$ cat src/rtl/seven_seg_scanner.sv
// ============================================================================
// Module   : seven_seg_scanner
// Brief    : Multiplexed common-anode 7-segment scanner with frame-aligned
//            value commit, dead-time anti-ghosting and leading-zero blanking.
// Revision : 1.0
// ============================================================================
`default_nettype none

module seven_seg_scanner #(
  parameter int NUM_DIGITS  = 4,
  parameter int REFRESH_DIV = 100000,
  parameter int DEAD_CYCLES = 2
) (
  input  logic                    clk,
  input  logic                    rst,
  input  logic [4*NUM_DIGITS-1:0] value_in,
  input  logic                    load,
  input  logic [NUM_DIGITS-1:0]   dp_in,
  input  logic                    blank_lz,
  output logic [NUM_DIGITS-1:0]   an_n,
  output logic [6:0]              seg_n,
  output logic                    dp_n,
  output logic                    pending,
  output logic                    frame_tick
);

  localparam int CW = $clog2(REFRESH_DIV);
  localparam int DW = (NUM_DIGITS > 1) ? $clog2(NUM_DIGITS) : 1;
  localparam logic [NUM_DIGITS-1:0] c_one = NUM_DIGITS'(1);

  logic [CW-1:0]           r_cnt;
  logic [DW-1:0]           r_dig;
  logic [4*NUM_DIGITS-1:0] r_disp;
  logic [NUM_DIGITS-1:0]   r_disp_dp;
  logic [4*NUM_DIGITS-1:0] r_shd;
  logic [NUM_DIGITS-1:0]   r_shd_dp;

  logic                    w_cnt_wrap;
  logic                    w_boundary;
  logic [NUM_DIGITS-1:0]   w_blank;
  logic                    w_zero_run;
  logic [3:0]              w_nib;
  logic                    w_blank_cur;
  logic                    w_dp_cur;
  logic                    w_drive;
  logic [NUM_DIGITS-1:0]   w_an_nxt;
  logic [6:0]              w_seg_nxt;
  logic                    w_dp_nxt;

  function automatic logic [6:0] f_glyph(input logic [3:0] n);
    case (n)
      4'h0:    f_glyph = 7'b0000001;
      4'h1:    f_glyph = 7'b1001111;
      4'h2:    f_glyph = 7'b0010010;
      4'h3:    f_glyph = 7'b0000110;
      4'h4:    f_glyph = 7'b1001100;
      4'h5:    f_glyph = 7'b0100100;
      4'h6:    f_glyph = 7'b0100000;
      4'h7:    f_glyph = 7'b0001111;
      4'h8:    f_glyph = 7'b0000000;
      4'h9:    f_glyph = 7'b0000100;
      4'hA:    f_glyph = 7'b0001000;
      4'hB:    f_glyph = 7'b1100000;
      4'hC:    f_glyph = 7'b0110001;
      4'hD:    f_glyph = 7'b1000010;
      4'hE:    f_glyph = 7'b0110000;
      default: f_glyph = 7'b0111000;
    endcase
  endfunction

  assign w_cnt_wrap = (r_cnt == CW'(REFRESH_DIV - 1));
  assign w_boundary = w_cnt_wrap && (r_dig == DW'(NUM_DIGITS - 1));

  // A digit is blanked when it and every digit above it holds zero.
  always_comb begin
    w_blank    = '0;
    w_zero_run = 1'b1;
    for (int k = NUM_DIGITS - 1; k >= 1; k--) begin
      w_zero_run = w_zero_run & (r_disp[4*k +: 4] == 4'h0);
      w_blank[k] = blank_lz & w_zero_run;
    end
  end

  always_comb begin
    w_nib       = 4'(r_disp >> {r_dig, 2'b00});
    w_blank_cur = 1'(w_blank >> r_dig);
    w_dp_cur    = 1'(r_disp_dp >> r_dig);
    w_drive     = (r_cnt >= CW'(DEAD_CYCLES)) && !w_blank_cur;
    w_an_nxt    = '1;
    w_seg_nxt   = 7'h7F;
    w_dp_nxt    = 1'b1;
    if (w_drive) begin
      w_an_nxt  = ~(c_one << r_dig);
      w_seg_nxt = f_glyph(w_nib);
      w_dp_nxt  = ~w_dp_cur;
    end
  end

  always_ff @(posedge clk or posedge rst) begin
    if (rst) begin
      r_cnt <= '0;
      r_dig <= '0;
    end else if (w_cnt_wrap) begin
      r_cnt <= '0;
      r_dig <= w_boundary ? '0 : r_dig + DW'(1);
    end else begin
      r_cnt <= r_cnt + CW'(1);
    end
  end

  // A load landing on the boundary cycle bypasses the shadow registers.
  always_ff @(posedge clk or posedge rst) begin
    if (rst) begin
      r_disp    <= '0;
      r_disp_dp <= '0;
      r_shd     <= '0;
      r_shd_dp  <= '0;
      pending   <= 1'b0;
    end else if (w_boundary) begin
      pending <= 1'b0;
      if (load) begin
        r_disp    <= value_in;
        r_disp_dp <= dp_in;
      end else if (pending) begin
        r_disp    <= r_shd;
        r_disp_dp <= r_shd_dp;
      end
    end else if (load) begin
      r_shd    <= value_in;
      r_shd_dp <= dp_in;
      pending  <= 1'b1;
    end
  end

  always_ff @(posedge clk or posedge rst) begin
    if (rst) begin
      an_n       <= '1;
      seg_n      <= 7'h7F;
      dp_n       <= 1'b1;
      frame_tick <= 1'b0;
    end else begin
      an_n       <= w_an_nxt;
      seg_n      <= w_seg_nxt;
      dp_n       <= w_dp_nxt;
      frame_tick <= w_boundary;
    end
  end

endmodule

`default_nettype wire

$ cat config.mk
export PLATFORM = sky130hd
export DESIGN_NAME = seven_seg_scanner
export DESIGN_NICKNAME = d
export VERILOG_FILES = /design/src/rtl/seven_seg_scanner.sv
export SDC_FILE = /design/constraint.sdc
export NUM_CORES = 1
export LEC_CHECK = 0
export ABC_CLOCK_PERIOD_IN_PS = 2200
export CORE_MARGIN = 2
export CORE_UTILIZATION = 57
export DETAILED_ROUTE_END_ITERATION = 10
export PLACE_DENSITY_LB_ADDON = 0.1
export SLEW_MARGIN = 20
export SYNTH_ARGS = -nofsm -noshare
export SYNTH_HDL_FRONTEND = slang
export SYNTH_SLANG_ARGS = --single-unit
$ cat constraint.sdc
create_clock -name clk -period 2.2 [get_ports clk]
set_input_delay 0.22 -clock clk [delete_from_list [all_inputs] [get_ports clk]]
set_output_delay 0.22 -clock clk [all_outputs]
set_load 0.02 [all_outputs]
==> results, run 1 <==
- Of the total power, the clock network draws 41.5%.
- In this run, post-CTS repair resized a total of 0 instances.
- The via count of the first global-routing pass is 2669.
- Clock tree synthesis inserted a total of 9 buffers.
- For this run, the number of Yosys warnings is 0.
- The number of diodes is 0.
- The worst register-to-register path begins at r_dig[0].
- The number of buffers on the longest clock path is 2.
- The overall fraction of global-route tracks in use is 22.8%.
- The tree built by TritonCTS fans out to 73 sinks.
- STA puts the critical path data required time at 2.47 ns.
- The final setup violation count is 0.
- The switching part of the total power is 22.8%.
- The CTS tree is yes.
- Counting flops with an async set or reset pin after synthesis yields a share of 100%.
- The synthesized instance count is between 300 and 400.
- The pin count of the biggest net entering global routing is 74.
- The worst register-to-register path ends at seg_n[6].
- The total of buffers placed on input and output ports is 37.
- The number of antenna violations at the first check in global routing is 0.
- In this run, post-CTS hold repair placed 0 buffers.
- The number of cells on the worst reg-to-reg path is 7.
- The worst supply voltage drop on vdd is 0.000429 V.
- The clock latency of the later-clocked register in the worst-skew pair is approximately 0.35 ns.
- In this run the core area contains 29 standard-cell rows.
- The region available for standard cell placement spans 6310 um^2.
- After detailed routing, the number of remaining DRC violations is 0.
- The maximum frequency from static timing analysis is 504 MHz.
- The first global-routing pass estimated 12900 um of wire.
- The per-instance average area after synthesis is 10.6 um^2.
- The post-route netlist has a little under a fifth of its cells at a drive strength greater than 1.
- The internal portion of the total power is 2.34 mW.
- The setup slack of the most critical reg-to-reg path is 0.22 ns.
- The worst setup path category is reg2reg.
- The area share of the largest cell type after synthesis is 41.2%.
- On the worst path, the slowest cell contributes a delay of 0.61 ns.
- In this run, distinct cell masters in the synthesized netlist total 44.
- The share of total power dissipated in combinational logic is 10.4%.
- The proportion of power drawn by flip-flops and latches is 48.0%.
- Using the TritonRoute via totals, the vias-per-cell ratio works out to 5.65.
- The die is 84.6 um wide.
- The total overflow left after global routing is 0.
- The final number of hold-violating endpoints is 0.
- The transition at the pin with the smallest max-transition slack is 0.591 ns.
- The number of antenna-violating nets in the routed design is 0.
- After detailed routing, the average wire length per cell comes to 15.9 um.
- The kind of end point of the critical path is a flop.
- The launching element type of the critical path is a flop.
- For this design the total switching power over the nets is 0.692 mW.
- The critical path contains buffers and inverters numbering 2 combined.
- The flow ran to the end, and the final reports show no timing, DRC or antenna violations.
- Summed over all instances, the cell type with the most area after synthesis is sky130_fd_sc_hd__dfrtp_1.
- Summed over all cells, the static leakage comes to ~2.0 nW.
- The effective utilization at floorplan is 58.6%.
- By area the synthesized netlist is led by sky130_fd_sc_hd__dfrtp_1, sky130_fd_sc_hd__dfstp_2, sky130_fd_sc_hd__mux2_4, sky130_fd_sc_hd__ha_1, sky130_fd_sc_hd__a21oi_1.
- Excluding fillers, the count of instances in the completed layout stands at 473.
- The gate family responsible for the most delay along the worst path is multiplexers.
- The shortest period the worst path allows is 1.98 ns.
- Power spread over the standard cell area amounts to 684 nW/um^2.
- The total wire length after detailed routing is 7500 um.
- The critical path goes through mux4_2 > inv_1 > ha_1 > inv_1 > nor2_1 > a21oi_1 > o2111ai_1.
- The final setup skew is 0.00800 ns.
- The tool flagged a number of max-cap violations equal to 0.
- Detailed placement ended at an HPWL of 5100 um.
- The min-delay analysis places its worst path in the category in2async.
- Including well taps, the total number of placed cells is 457.
- The critical-path maximum fanout is 6.
- When the netlist entered floorplanning its net count stood at between 300 and 400.
- The final total negative setup slack is 0 ns.
- At the end of the flow, the number of nets in the layout was between 400 and 500.
- Sequential elements use between 40% and 50% of the synthesized area.
- Fill cells in the final layout number just under 500.
- The cell area after synthesis is 3700 um^2.
- The number of top-level pins is 38.
- In this run the number of H-tree levels came out at 3.
- Synthesis inferred 73 register bits.
- Yosys mapped a number of flops with a built-in enable equal to 0.
- After synthesis, the most frequently instantiated cells are sky130_fd_sc_hd__dfrtp_1, sky130_fd_sc_hd__nor2_1, sky130_fd_sc_hd__inv_1.
- Among all flip-flop cells after synthesis, the most frequent one is sky130_fd_sc_hd__dfrtp_1.
- The number of detailed-route iterations in the first pass is 4.
- The first routing iteration left roughly 200 violations.
- The final max-slew violation count came to 0.
- The final weighted congestion in routability-driven placement is 0.845.
- The slowest library cell on the worst path is sky130_fd_sc_hd__mux4_2.
- In this run the vertical extent of the chip is 84.6 um.
- Setup repair after global routing left no endpoint under its margin.
- After layout, the worst path uses between 90% and 100% of the clock period.
- Clock-pin slew was measured on the worst setup and hold paths at 0.08 ns.
- The arrival time of the worst setup path is 2.25 ns.
- The most used cell along the critical path is sky130_fd_sc_hd__inv_1.
- The leading cell type by number of instances after synthesis is sky130_fd_sc_hd__dfrtp_1.
- The worst max-slew margin expressed relative to the limit is 60.2%.
- The via total after detailed routing is 2674.
- The number of buffers added for setup after CTS is 0.
- The clock tree root buffer cell is sky130_fd_sc_hd__clkbuf_8.
- The area of the die is 7160 um^2.
- The area growth from synthesis to layout is 19.7%.
==> worst max-delay path by stage <==
stage / from / to / slack (ns) / depth (start not counted)
after floorplan: rst / frame_tick / 0.15 / 1
after global placement: r_cnt[13] / seg_n[6] / 0.25 / 5
after detailed placement: r_dig[0] / seg_n[6] / 0.22 / 7
after CTS: r_cnt[13] / seg_n[6] / 0.13 / 5
after global routing: r_dig[0] / seg_n[6] / 0.06 / 7
final: r_dig[0] / seg_n[6] / 0.22 / 7
==> logic make-up after synthesis <==
logic type,count (synthesis),share of synthesized area [%]
xor gates and xnor gates,13,3.08
AOI/OAI and AO/OA,61,9.23
muxes,29,12.3
adders and majority gates,12,4.06
DFF,73,49.7
and+or+nand+nor,115,16.6
buffers and inverters,45,5.07
==> sequential cells by signal, summed over array words and instances (netlist names), 2 cells and up <==
name	cells
r_disp_dp	4
r_shd	16
r_dig	2
seg_n	7
r_cnt	17
r_shd_dp	4
r_disp	16
an_n	4
==> power groups by stage <==
stage          clock network (mW)  logic, mW  registers [mW]
2_1_floorplan                   0      0.194            1.48
3_3_place_gp                    0      0.311            1.48
3_5_place_dp                    0      0.319            1.48
4_1_cts                      1.28      0.321            1.46
5_1_grt                      1.35      0.350            1.46
6_report                     1.26      0.317            1.46
==> layout make-up <==
cell class	count	area, um^2	share of cell area (%)
clock inverter	5	104	2.34
clock buffer	11	131	2.96
multi-input combinational	230	1680	37.8
inverter	30	113	2.54
sequential	73	1840	41.5
tap	77	96.3	2.17
timing repair buffer	47	470	10.6
==> cells in the final DEF (no fill, tap or decap), types with 2 or more instances in the layout <==
cell type and instances:
sky130_fd_sc_hd__mux2i_1 3, sky130_fd_sc_hd__dfstp_2 12, sky130_fd_sc_hd__o22ai_1 2, sky130_fd_sc_hd__mux2_4 20
sky130_fd_sc_hd__buf_4 8, sky130_fd_sc_hd__nor3b_1 3, sky130_fd_sc_hd__nor2b_1 2, sky130_fd_sc_hd__nor2_1 31
sky130_fd_sc_hd__buf_12 2, sky130_fd_sc_hd__nand4_1 3, sky130_fd_sc_hd__nand2_1 24, sky130_fd_sc_hd__bufinv_16 3
sky130_fd_sc_hd__mux4_2 5, sky130_fd_sc_hd__clkbuf_1 2, sky130_fd_sc_hd__or3_1 4, sky130_fd_sc_hd__a21oi_1 24
sky130_fd_sc_hd__clkdlybuf4s50_1 37, sky130_fd_sc_hd__xor2_1 9, sky130_fd_sc_hd__and2_1 3, sky130_fd_sc_hd__xnor2_1 4
sky130_fd_sc_hd__ha_1 12, sky130_fd_sc_hd__o211ai_1 4, sky130_fd_sc_hd__nor4_1 6, sky130_fd_sc_hd__inv_1 28
sky130_fd_sc_hd__nor4_2 2, sky130_fd_sc_hd__a31oi_1 2, sky130_fd_sc_hd__clkbuf_8 9, sky130_fd_sc_hd__nand3_1 24
sky130_fd_sc_hd__nor4_4 2, sky130_fd_sc_hd__or4_1 2, sky130_fd_sc_hd__nor3_1 3, sky130_fd_sc_hd__o21a_1 2
sky130_fd_sc_hd__o21ai_0 21, sky130_fd_sc_hd__dfrtp_1 61
==> through the flow <==
step	hold WS (ns)	area (um^2)	total power, mW	utilization [%]	setup WS (ns)
floorplan	0.368	3700	1.68	-	0.147
global placement	0.486	4190	1.79	66.4	0.249
detailed placement	0.494	4190	1.80	66.4	0.223
CTS	0.277	4430	3.05	70.2	0.130
global route	0.315	4430	3.16	70.2	0.0554
finish	0.276	4430	3.03	70.2	0.216
==> layer usage <==
layer / wire, um / vias up / global-route usage [%]
met2: 3730 / 49 / 36.1
met3: 254 / 7 / 4.42
li1: - / 1287 / -
met1: 3430 / 1331 / 31.5
met5: 0 / - / 0
met4: 90 / 0 / 8.08
==> worst register-to-register path, delay by kind of cell, from the launching register on <==
kind	cells	cell delay, ns
AOI/OAI and AO/OA	2	0.25
adders and majority gates	1	0.22
muxes	1	0.61
and+or+nand+nor	1	0.14
DFF	1	0.47
buffers and inverters	2	0.22
Power figures use the tool's default switching activity.
==> inputs of run 2 (changes only) <==
--- a/config.mk
+++ b/config.mk
@@ -7,7 +7,8 @@
 export LEC_CHECK = 0
 export ABC_CLOCK_PERIOD_IN_PS = 2200
 export CORE_MARGIN = 2
-export CORE_UTILIZATION = 57
+export CORE_UTILIZATION = 30
+export CTS_CLUSTER_DIAMETER = 120
 export DETAILED_ROUTE_END_ITERATION = 10
 export PLACE_DENSITY_LB_ADDON = 0.1
 export SLEW_MARGIN = 20
==> run 2 against run 1 <==
- non-clock buffer count rose by 3
- largest cell class unchanged
- via count down 3.2%
- cell count up 15%
- sequential share of layout area decreased by 1.9 points
- register-to-register slack barely moved
- die area rose by 85%
- critical path depth unchanged
- cell area increased by 4.9%
- highest routed layer unchanged
- worst setup slack got worse by 0.0080 ns
- flip-flop and latch count is the same
- global-route usage shrank 9.0 points
==> results, run 2 (synthesis results as in run 1) <==
- Wires add up to 8180 um.
- Once detailed placement completed, the half-perimeter wirelength came to 5590 um.
- The most frequent standard cell in the layout excluding fill and tap cells is sky130_fd_sc_hd__dfrtp_1.
- The final total negative setup slack is 0 ns.
- For this design the static power due to leakage is 2.06 nW.
- The worst min-delay path class is in2async.
- Data on the critical path is required at its endpoint by 2.45 ns.
- In this run the critical register-to-register path is launched from r_dig[0].
- Cells with a size suffix above 1 make up 18.8% of the layout.
- The pin count of the biggest net entering global routing is between 70 and 80.
- Across the run, the number of max-cap violations was 0.
- The TritonCTS sink count is 73.
- Setup repair after global routing left no endpoint under its margin.
- The relative contribution of combinational cells to total power is 9.1%.
- The clock tree root buffer cell is sky130_fd_sc_hd__clkbuf_16.
- The floorplan step defined a die boundary enclosing 13200 um^2.
- The register name with the most flops is r_cnt.
- In the final design database the tool counted 430 nets.
- The flip-flop count of the largest register after layout is 17.
- The H-tree was split into 3 levels.
- Dividing the detail-routed via count by the number of cells gives 4.74.
- STA classifies the critical path endpoint as a flop.
- By startpoint and endpoint, the worst setup path is classified as reg2reg.
- The standard cell area after detailed placement is 4300 um^2.
- The arrival time of the worst setup path is 2.25 ns.
- The via count of the first global-routing pass is 2737.
- In this run, flip-flops and latches consume a little over two fifths of the power.
- After the first detailed-routing iteration, the DRC count stood at 148.
- The switching part of the total power is 21.6%.
- STA classifies the critical path startpoint as a flop.
- Derived from the worst setup path, the maximum achievable clock frequency is 502 MHz.
- The overall power after layout is between 3 and 4 mW.
- After floorplanning, the core was divided into 40 placement rows.
- The number of buffers added for setup after CTS is 0.
- In this run the vertical extent of the chip is about 120 um.
- The total power density per cell area is 748 nW/um^2.
- The first global-routing pass estimated about 14000 um of wire.
- The total of buffers placed on input and output ports is 37.
- The routed layout has 2589 vias.
- The critical-path maximum fanout is 6.
- The internal power summed over all cells is about 2.7 mW.
- TritonCTS built the clock tree.
- The number of top-level pins is 38.
- The first TritonRoute pass finished after 4 iterations.
- The final cell utilization of the core is roughly two fifths.
- At the pin with the least slew margin, the transition time is 0.850 ns.
- The effective utilization at floorplan is between 30% and 40%.
- The top cell types in the final layout, fill and taps aside, are sky130_fd_sc_hd__dfrtp_1, sky130_fd_sc_hd__clkdlybuf4s50_1, sky130_fd_sc_hd__nor2_1, sky130_fd_sc_hd__inv_1, sky130_fd_sc_hd__a21oi_1.
- The number of diodes is 0.
- Setup violations remaining at the end of the flow were counted as 0.
- After routing the design area is ~4600 um^2.
- Clock latency on the worst-skew pair, taken at its later pin, is 0.34 ns.
- The worst max-slew margin expressed relative to the limit is 43.3%.
- The clock period could shrink to roughly 2 ns.
- The final setup skew is 0.00777 ns.
- The clock input transition at the sequential cells of the worst setup and hold paths is 0.06 ns.
- The congestion estimate from routability-driven global placement came to 0.700.
- The worst supply voltage drop on vdd is 0.000356 V.
- In the global route stage, overall resource usage came out at between 10 and 15%.
- The launch point of the worst path is r_dig[0].
- The number of antenna violations at the first check in global routing was 0.
- The switching component of the power is ~0.75 mW.
- The final number of hold-violating endpoints is 0.
- The run finished with clean final reports.
- In the final layout, the registers with the most flip-flops are r_cnt (17), r_disp (16), r_shd (16).
- The post-cts gate resize count is 0.
- The chip width is 115 um.
- The post-place setup slack is 0.217 ns.
- After detailed routing, the number of remaining DRC violations is 0.
- After layout, the worst path uses roughly nine tenths of the clock period.
- The placeable core region is 12000 um^2.
- The post-layout worst setup margin is 0.208 ns.
- After detailed routing, the average wire length per cell comes to 15.0 um.
- After clock tree synthesis, the flow added hold-fix buffers numbering 0.
- Once detail routing completed, the nets flagged for antenna violations numbered 0.
- Counting the buffers created by CTS gives 9.
- Of the total power, the clock network draws 48.9%.
- Relative to the synthesized area, the layout overhead comes to 25.6%.
- The longest clock path from root to sink contains 2 buffers.
- The final max-slew violation count is 0.
- After global routing the overflow that remains totals 0.
-- run 2: worst max-delay path: stages (launching register included) --
cell and delay [ns]:
sky130_fd_sc_hd__dfrtp_1 0.46, sky130_fd_sc_hd__mux4_2 0.62, sky130_fd_sc_hd__inv_1 0.14, sky130_fd_sc_hd__ha_1 0.20, sky130_fd_sc_hd__inv_1 0.06, sky130_fd_sc_hd__nor2_1 0.17, sky130_fd_sc_hd__a21oi_1 0.07, sky130_fd_sc_hd__o2111ai_1 0.18
-- run 2: metal layers --
metal	global-route usage [%]	up-vias	wire length, um
li1	-	1287	-
met1	17.7	1261	3750
met2	21.8	35	3980
met3	4.96	6	338
met4	4.02	0	102
met5	0	-	0
-- run 2: through the flow --
step	hold slack (ns)	std cells
after detailed placement	0.495	530
after global placement	0.493	530
after CTS	0.304	546
final	0.279	546
after global routing	0.326	546
after floorplan	0.368	348
-- run 2: worst paths after layout --
path,to,slack [ns],cells after the start
setup / recovery,seg_n[6],0.21,7
min in group clk,r_shd[6],0.51,1
hold / removal,r_disp[3],0.28,3
hold reg to reg,r_shd[6],0.51,1
setup reg to reg,seg_n[6],0.21,7
max in group asynchronous,r_shd[4],1.59,3
-- run 2: layout make-up --
type | count | area, um^2
fill | 1195 | 7360
sequential | 73 | 1840
multi-input combinational | 230 | 1670
timing repair buffer | 50 | 493
clock buffer | 11 | 243
tap | 147 | 184
inverter | 30 | 113
clock inverter | 5 | 103
-- run 2: power groups by stage --
stage                     registers (mW)  logic (mW)  clock network [mW]
after floorplan                     1.48       0.194                   0
after global placement              1.48       0.322                   0
after detailed placement            1.48       0.325                   0
after CTS                           1.46       0.326                1.75
after global routing                1.46       0.356                1.81
final                               1.46       0.318                1.70
==> inputs of run 3 (changes only) <==
--- a/config.mk
+++ b/config.mk
@@ -7,8 +7,9 @@
 export LEC_CHECK = 0
 export ABC_CLOCK_PERIOD_IN_PS = 2200
 export CORE_MARGIN = 2
-export CORE_UTILIZATION = 30
+export CORE_UTILIZATION = 40
 export CTS_CLUSTER_DIAMETER = 120
+export CTS_CLUSTER_SIZE = 25
 export DETAILED_ROUTE_END_ITERATION = 10
 export PLACE_DENSITY_LB_ADDON = 0.1
 export SLEW_MARGIN = 20
==> run 3 against run 2 <==
- via count is 0.15% higher
- fmax decreased by 1.8%
- power fell by 13%
- core utilization up 11 points
- cell count decreased by 6.8%
- critical path type unchanged
==> results, run 3 (synthesis results as in run 1) <==
- The initial utilization of the core area, before any placement, comes to 40.6%.
- The clock input transition at the sequential cells of the worst setup and hold paths is 0.07 ns.
- The CTS tree is yes.
- Leaving out fill and tap cells, the most frequent cells in the layout are sky130_fd_sc_hd__dfrtp_1, sky130_fd_sc_hd__clkdlybuf4s50_1, sky130_fd_sc_hd__nor2_1, sky130_fd_sc_hd__inv_1.
- The register with the most flip-flops in the layout has 17 of them.
- At the pin with the least slew margin, the transition time is 0.589 ns.
- STA classifies the critical path startpoint as a flop.
- No sink is reached through more buffers than the 2 on the longest clock path.
- The final number of hold-violating endpoints is 0.
- The launch point of the worst path is r_dig[0].
- Across all layers, the routed design uses 2593 vias.
- Ranked by flip-flop count, first place goes to r_cnt.
- In this run, the number of DRC markers left after iteration 0 of detailed routing was 166.
- The critical-path maximum fanout is 7.
- The number of top-level pins is 38.
- The pin count of the biggest net entering global routing is 74.
- The final cell area excluding filler cells is roughly 4500 um^2.
- Excluding fillers, the count of instances in the completed layout stands at 509.
- Leaving out fill and tap cells, the most frequent cell in the layout is sky130_fd_sc_hd__dfrtp_1.
- The die covers 10000 um^2.
- Between clock sinks in the finished design, the worst skew comes to 0.0136 ns.
- Once detailed placement completed, the half-perimeter wirelength came to 5210 um.
- The standard cell area after detailed placement is 4250 um^2.
- The clock period could shrink to 2.03 ns.
- The critical path data required time is between 2 and 2.5 ns.
- The maximum frequency from static timing analysis is between 400 and 500 MHz.
- Summed over all layers, the routed wires come to 7420 um.
- The setup check on the worst reg-to-reg path leaves a slack of 0.17 ns.
- The via count of the first global-routing pass is 2599.
- In this run the worst hold path is classified as in2async.
- The repair_antennas step left the layout with diodes totalling 0.
- For this run, the post-layout net count is 429.
- The layout has 824 filler cells.
- The area overhead of the layout relative to synthesis is 21.3%.
- For this design the ratio of total power to cell area is 672 nW/um^2.
- Summing all multi-input logic gate instances after layout gives 1680 um^2.
- The worst supply voltage drop on vdd is 0.000377 V.
- The first global-routing pass estimated around 13000 um of wire.
- The cell depth of the worst flop-to-flop path is 7.
- The overall fraction of global-route tracks in use is roughly 16%.
- Summing all flip-flop and latch instances after layout gives 1840 um^2.
- The root buffer cell chosen for the clock tree is sky130_fd_sc_hd__clkbuf_8.
- Buffers added to address setup during post-CTS repair amount to 0.
- The flow ran to the end, and the final reports show no timing, DRC or antenna violations.
- The fraction of final layout cells sized beyond drive strength 1 is 18.6%.
- The final max-slew violation count is 0.
- For this run the aggregate overflow at the end of global routing stands at 0.
- At the end of routability-driven placement, the weighted congestion stood at 0.898.
- The H-tree level count is 3.
- The reg-to-reg endpoint is seg_n[6].
- The startpoint identified for the worst register-to-register timing path is r_dig[0].
- In the routed design, unresolved DRC markers number 0.
- The number of detailed-route iterations in the first pass is 4.
- Hold timing on the final database bottoms out at a slack of 0.278 ns.
- The arrival time of the worst setup path is 2.29 ns.
- The completed layout was analyzed and its total power is between 3 and 4 mW.
- The clock latency of the later-clocked register in the worst-skew pair is 0.34 ns.
- Setup repair after global routing left no endpoint under its margin.
- The final setup violation count is 0.
- Clock tree synthesis inserted a total of 9 buffers.
- The number of antenna violations at the first check in global routing is 0.
- The initialized floorplan defines 35 standard-cell rows.
- The TritonCTS sink count is 73.
- Of the available clock period, the critical path in the final layout requires 92.3%.
- The core region is 9110 um^2.
- The floorplan step set the die width to between 100 and 150 um.
- The worst max-slew margin expressed relative to the limit is around three fifths.
- The number of antenna-violating nets in the routed design is 0.
- Across the run, the number of max-cap violations was 0.
- After detailed placement, the design holds a cell count of 493.
- The worst setup path category is reg2reg.
- The largest registers in the layout are r_cnt (17), r_disp (16), r_shd (16).
- The leakage power figure is 2.00 nW.
- The die is 100 um tall.
- In the routed layout, each cell is associated on average with a via count of 5.09.
- The worst setup path is captured at a flop.
- The total of buffers placed on input and output ports is 37.
- For the final routed database, the setup TNS stands at 0 ns.
- After detailed routing, the average wire length per cell comes to 14.6 um.
==> run 3: cell types whose count changed in the layout (fill, tap and decap cells not counted), sizes merged <==
cell      delta
clkinv       +1
clkinvlp     -1
buf          -1
==> run 3: what timing repair did <==
item,4_1_cts,5_1_grt
hold buffers,0,0
resized for setup,0,1
setup endpoints to repair,0,3
==> run 3: per-stage QoR <==
step	setup slack [ns]	util [%]
CTS	0.149	49.3
floorplan	0.147	-
detailed placement	0.166	46.7
global placement	0.169	46.7
finish	0.170	49.3
global route	0.0273	49.3
==> run 3: layout make-up <==
| type | count | share of cell area, % |
|---|---|---|
| sequential | 73 | 41.0 |
| multi-input combinational | 230 | 37.3 |
| inverter | 30 | 2.51 |
| timing repair buffer | 49 | 10.8 |
| clock buffer | 11 | 2.93 |
| tap | 111 | 3.09 |
| clock inverter | 5 | 2.31 |
==> run 3: layer usage <==
layer	vias up	wire length (um)	share of wire, %	GRT usage, %
li1	1296	-	-	-
met1	1236	3800	51	23.5
met2	47	3230	44	24.0
met3	14	230	3.1	3.27
met4	0	153	2.1	7.17
met5	-	0	0	0
==> run 3: worst max path at each step <==
stage                            end  slack, ns
after floorplan           frame_tick       0.15
after global placement      seg_n[6]       0.17
after detailed placement    seg_n[6]       0.17
after CTS                   seg_n[6]       0.15
after global routing        seg_n[6]       0.03
final                       seg_n[6]       0.17
==> run 3: worst max-delay path: stages (launching register included) <==
cell,delay [ns]
sky130_fd_sc_hd__dfrtp_1,0.53
sky130_fd_sc_hd__mux4_2,0.63
sky130_fd_sc_hd__inv_1,0.14
sky130_fd_sc_hd__ha_1,0.21
sky130_fd_sc_hd__inv_1,0.07
sky130_fd_sc_hd__nor2_1,0.14
sky130_fd_sc_hd__a21oi_1,0.06
sky130_fd_sc_hd__o2111ai_1,0.18
==> run 3: where the power goes <==
part           total (mW)  switching (mW)  internal [mW]  leakage [nW]
Combinational       0.316           0.144          0.172          1.02
Clock                1.25           0.492          0.755         0.118
Sequential           1.45          0.0392           1.42         0.871
